--- src/rtl/if_prefetch.sv ---
// Instruction-fetch front end: drives imem_pc and queues fetched {pc, instr}
// pairs in a DEPTH-entry FIFO, which decode drains over out_valid/out_ready.
// Ports: clk, reset (async, active high); imem_pc/imem_instr (instruction
//   memory); redirect/redirect_pc (flush and restart); out_valid, out_ready,
//   out_pc, out_instr (head entry handshake to decode); count (occupancy).
module if_prefetch #(
   parameter int          DEPTH    = 4,
   parameter logic [31:0] RESET_PC = 32'h0000_0000
) (
   input  logic                       clk,
   input  logic                       reset,
   output logic [31:0]                imem_pc,
   input  logic [31:0]                imem_instr,
   input  logic                       redirect,
   input  logic [31:0]                redirect_pc,
   output logic                       out_valid,
   input  logic                       out_ready,
   output logic [31:0]                out_pc,
   output logic [31:0]                out_instr,
   output logic [$clog2(DEPTH):0]     count
);

   localparam int PW = $clog2(DEPTH);
   localparam int CW = PW + 1;

   logic [31:0]   fetch_pc_q, fetch_pc_d;
   logic [PW-1:0] rd_ptr_q, rd_ptr_d;
   logic [PW-1:0] wr_ptr_q, wr_ptr_d;
   logic [CW-1:0] count_q, count_d;

   logic [31:0]   entry_pc_q    [DEPTH];
   logic [31:0]   entry_instr_q [DEPTH];

   logic          push;
   logic          pop;

   assign imem_pc   = fetch_pc_q;
   assign count     = count_q;
   assign out_valid = (count_q != '0);
   assign out_pc    = entry_pc_q[rd_ptr_q];
   assign out_instr = entry_instr_q[rd_ptr_q];

   always_comb begin
      pop  = out_valid & out_ready & ~redirect;
      // A full queue may still accept a word when the head leaves this cycle.
      push = ~redirect & ((count_q < CW'(DEPTH)) | pop);

      fetch_pc_d = fetch_pc_q;
      rd_ptr_d   = rd_ptr_q;
      wr_ptr_d   = wr_ptr_q;
      count_d    = count_q;

      if (redirect) begin
         fetch_pc_d = redirect_pc & ~32'h3;
         rd_ptr_d   = '0;
         wr_ptr_d   = '0;
         count_d    = '0;
      end else begin
         if (push) begin
            wr_ptr_d   = wr_ptr_q + 1'b1;
            fetch_pc_d = fetch_pc_q + 32'd4;
         end
         if (pop) begin
            rd_ptr_d = rd_ptr_q + 1'b1;
         end
         count_d = count_q + CW'(push) - CW'(pop);
      end
   end

   always_ff @(posedge clk or posedge reset) begin
      if (reset) begin
         fetch_pc_q <= RESET_PC;
         rd_ptr_q   <= '0;
         wr_ptr_q   <= '0;
         count_q    <= '0;
      end else begin
         fetch_pc_q <= fetch_pc_d;
         rd_ptr_q   <= rd_ptr_d;
         wr_ptr_q   <= wr_ptr_d;
         count_q    <= count_d;
      end
   end

   // Storage needs no reset: entries are only observed while counted valid.
   always_ff @(posedge clk) begin
      if (push) begin
         entry_pc_q[wr_ptr_q]    <= fetch_pc_q;
         entry_instr_q[wr_ptr_q] <= imem_instr;
      end
   end

endmodule
--- config.mk ---
export PLATFORM = sky130hd
export DESIGN_NAME = if_prefetch
export DESIGN_NICKNAME = d
export VERILOG_FILES = /design/src/rtl/if_prefetch.sv
export SDC_FILE = /design/constraint.sdc
export NUM_CORES = 1
export LEC_CHECK = 0
export ABC_AREA = 0
export CORE_MARGIN = 2
export CORE_UTILIZATION = 54
export DETAILED_ROUTE_END_ITERATION = 10
export GPL_TIMING_DRIVEN = 0
export PLACE_DENSITY = 0.88
export SLEW_MARGIN = 20
export SYNTH_ARGS = -nofsm -noshare
export SYNTH_HDL_FRONTEND = slang
export SYNTH_SLANG_ARGS = --single-unit
--- constraint.sdc ---
create_clock -name clk -period 3.6 [get_ports clk]
set_input_delay 0.36 -clock clk [delete_from_list [all_inputs] [get_ports clk]]
set_output_delay 0.36 -clock clk [all_outputs]
set_load 0.01 [all_outputs]
==> impl_metrics.csv, run 1 <==
group,metric,value,unit
run_status,status,"finished, final reports clean",
power_and_ir_drop,switching_share,0.2581,
sta,rsz0062_at_grt,"false",
sta,min_period_over_period,0.8971,
synth,synth_ff_type,"edfxtp_1",
synth,synth_edf_count,248,
synth,ys_seq_elements,285,
synth,avgSynthCellArea,18.71,um2
power_and_ir_drop,p_int,6.955,mW
synth,async_flop_share,0.1298,
min_path,hp-class,"input pin to async pin",
die,core,20820,um2
power_and_ir_drop,p_leak,4.800,nW
die,initial_core_util,0.5463,
drt,totalWireLength,24250,um
final_layout,finalNonFillerCells,1104,
placed_design,gp_congestion,0.8837,
drt,vias_per_cell,5.833,
global_routing,grt_util_met3,0.04006,
clock_tree,clock_latency,0.53,ns
die,die_area,22240,um2
synth,syn_area,11380,um2
placed_design,dp.cells,1052,
setup_path,end_kind,"output pin",
sta,skew,0.01255,ns
final_layout,diodes,0,
setup_path,crit_type,"register to output pin",
global_routing,grt_max_degree,47,
power_and_ir_drop,switching_power,2.419,mW
sta,holdWs,0.1461,ns
placed_design,placed_area,13490,um2
synth,ys_seq_area_frac,0.7360,
drt,wire_per_inst,21.97,um
setup_path,arrival,2.87,ns
synth,syn_inst,608,
final_layout,final_area,14380,um2
drt,ant_nets,0,
sta,fmax,309.6,MHz
global_routing,overflow,0,
clock_tree,cts-root-buf,"clkbuf_16",
final_layout,drive_above_1_share,0.1701,
clock_tree,cts_resized,0,
placed_design,portBuffers,161,
die,ios,168,
sta,finalHoldViolCount,0,
power_and_ir_drop,power_density,652.0,nW/um2
die,num_rows,53,
global_routing,antenna_found_initial,0,
power_and_ir_drop,pwr-share-comb,0.255,
clock_tree,cts_buffers,28,
final_layout,syn_to_final_growth,26.39,%
power_and_ir_drop,irDropWorstVdd,0.3402,mV
setup_path,cp-start-kind,"register",
die,fp.dieW,149.1,um
drt,dr_total_vias,6440,
global_routing,use_met1,0.3137,
clock_tree,cts.sinks,285,
synth,synth_cell_type_count,58,
setup_path,cp.required,3.24,ns
global_routing,use_met2,0.3530,
clock_tree,post_cts_buffers,0,
global_routing,grt_pass1_wl,36900,um
global_routing,grt_usage,0.2207,
clock_tree,clk_path_buf_depth,3,
power_and_ir_drop,clkPwrFrac,0.295,
sta,period_minus_slack,3.230,ns
drt,drc,0,
sta,finalMaxSlewViolations,0,
sta,tightest_slew,0.7980,ns
placed_design,hpwlAfterDp,16030,um
sta,max_slew_margin,0.4680,
clock_tree,cts_tree,"built",
drt,drt_iter0_markers,606,
sta,fin_setup_tns,0,ns
setup_path,cp_max_fo,10,
clock_tree,clk_pin_slew,0.07,ns
final_layout,num-fill-cells,1380,
synth,yosysWarnings,0,
drt,dr.pass1.iters,5,
setup_path,reg2regPathDepth,12,
final_layout,nets,883,
clock_tree,htree_levels,1,
clock_tree,postCtsHoldBufs,0,
job,cap_violations,0,
global_routing,grt_pass1_vias,6561,
sta,setup_viol_count_final,0,
global_routing,busiest_layer,"met2",
power_and_ir_drop,p_seq_frac,0.450,
die,die_h,149.1,um
[metrics by stage]
step	util	setup WS (ns)	power, mW
3_3_place_gp	0.6408	-1.057	6.625
2_1_floorplan	-	0.6595	5.506
3_5_place_dp	0.6480	0.1211	6.710
5_1_grt	0.6905	0.1995	9.778
4_1_cts	0.6905	0.2703	9.475
6_report	0.6905	0.3705	9.374
[state kept, by name, indices dropped and copies added (netlist names)]
signal	flops
wr_ptr_q	2
rd_ptr_q	2
count	3
imem_pc	30
entry_pc_q	120
entry_instr_q	128
[synth_stat cells, types with 4 or more instances]
cell type / count / area, um2
nand4_1: 12 / 75.07
a31oi_1: 11 / 68.82
nand3_1: 18 / 90.09
or4_1: 6 / 45.04
nor3_1: 5 / 25.02
inv_1: 12 / 45.04
and3_1: 8 / 50.05
and2_1: 5 / 31.28
mux4_2: 62 / 1396
o31ai_1: 9 / 67.56
nand2_1: 28 / 105.1
buf_2: 10 / 50.05
edfxtp_1: 248 / 7447
xnor2_1: 9 / 78.83
o311ai_0: 5 / 43.79
dfrtp_1: 37 / 925.9
a21oi_1: 4 / 20.02
buf_4: 5 / 37.54
ha_1: 7 / 87.58
nor2_1: 24 / 90.09
nor2b_1: 4 / 25.02
o21ai_0: 12 / 60.06
clkbuf_1: 16 / 60.06
[cell families (layout without fill, tap and decap cells)]
logic type               after synthesis  after routing  share of synthesized area
AO/OA/AOI/OAI                         61             61                    0.04015
flip-flops                           285            285                     0.7360
AND/OR/NAND/NOR                      130            130                    0.06115
XOR/XNOR                              12             12                   0.009240
other                                  1              4                  0.0003296
multiplexers                          64             64                     0.1246
buffers and inverters                 47            265                    0.01903
adder cells (fa/ha/maj)                8              8                   0.009459
[final cells by class]
cell class / instances / area, um2 / area share
Buffer: 34 / 167.7 / 0.01166
Clock buffer: 43 / 818.3 / 0.05691
Clock inverter: 9 / 66.31 / 0.004612
Inverter: 13 / 48.80 / 0.003394
Multi-Input combinational cell: 279 / 2818 / 0.1960
Sequential cell: 285 / 8373 / 0.5824
Tap cell: 275 / 344.1 / 0.02393
Timing Repair Buffer: 166 / 1742 / 0.1211
[critical path: stages (launching register included)]
cell,delay [ns]
dfrtp_1,0.32
clkbuf_1,0.40
clkbuf_1,0.66
mux4_2,0.42
clkdlybuf4s50_1,0.55
[layer usage]
| metal | vias up | routed length [um] | part of all wire |
|---|---|---|---|
| met5 | - | 0 | 0 |
| met4 | 0 | 661 | 0.027 |
| met3 | 44 | 2125 | 0.088 |
| met2 | 338 | 11680 | 0.48 |
| met1 | 3193 | 9782 | 0.40 |
| li1 | 2865 | - | - |
[power groups by stage]
stage / registers, mW / clock network (mW) / logic, mW
after global placement: 4.30 / 0 / 2.33
final: 4.22 / 2.76 / 2.39
after floorplan: 4.26 / 0 / 1.25
after CTS: 4.22 / 2.82 / 2.43
after global routing: 4.26 / 2.96 / 2.56
after detailed placement: 4.29 / 0 / 2.42
[path summary, 6_finish.rpt]
check                               start          endpoint  slack [ns]
max                           rd_ptr_q[1]     out_instr[28]        0.37
min                                 reset        imem_pc[5]        0.15
max reg2reg                      count[2]          count[2]        1.03
min reg2reg                    imem_pc[4]  entry_pc_q[3][4]        0.59
max in group asynchronous           reset       imem_pc[18]        2.99
min in group clk           redirect_pc[3]        imem_pc[3]        0.39
[cell usage in the layout (no fill, tap or decap), types with 5 or more instances in the layout]
cell	n
a31oi_1	11
and2_1	5
buf_2	10
buf_4	5
clkbuf_1	26
clkbuf_16	29
clkdlybuf4s50_1	161
clkinv_2	5
dfrtp_1	37
edfxtp_1	248
ha_1	7
inv_1	11
mux4_2	62
nand2_1	28
nand3_1	18
nand4_1	12
nor2_1	24
nor3_1	5
o21ai_0	12
o311ai_0	5
o31ai_1	9
or4_1	6
xnor2_1	9
No activity file was read; power rests on OpenSTA's default activity.
==> run 2, diff against run 1 <==
--- a/config.mk
+++ b/config.mk
@@ -11,6 +11,7 @@
 export DETAILED_ROUTE_END_ITERATION = 10
 export GPL_TIMING_DRIVEN = 0
 export PLACE_DENSITY = 0.88
+export SKIP_CTS_REPAIR_TIMING = 1
 export SLEW_MARGIN = 20
 export SYNTH_ARGS = -nofsm -noshare
 export SYNTH_HDL_FRONTEND = slang
==> results of run 2 <==
Same layout as run 1: the final DEF is identical, and so are final timing and power.
==> run 3, diff against run 2 <==
--- a/config.mk
+++ b/config.mk
@@ -12,6 +12,7 @@
 export GPL_TIMING_DRIVEN = 0
 export PLACE_DENSITY = 0.88
 export SKIP_CTS_REPAIR_TIMING = 1
+export SKIP_LAST_GASP = 1
 export SLEW_MARGIN = 20
 export SYNTH_ARGS = -nofsm -noshare
 export SYNTH_HDL_FRONTEND = slang
==> results of run 3 <==
Same layout as run 1: the final DEF is identical, and so are final timing and power.
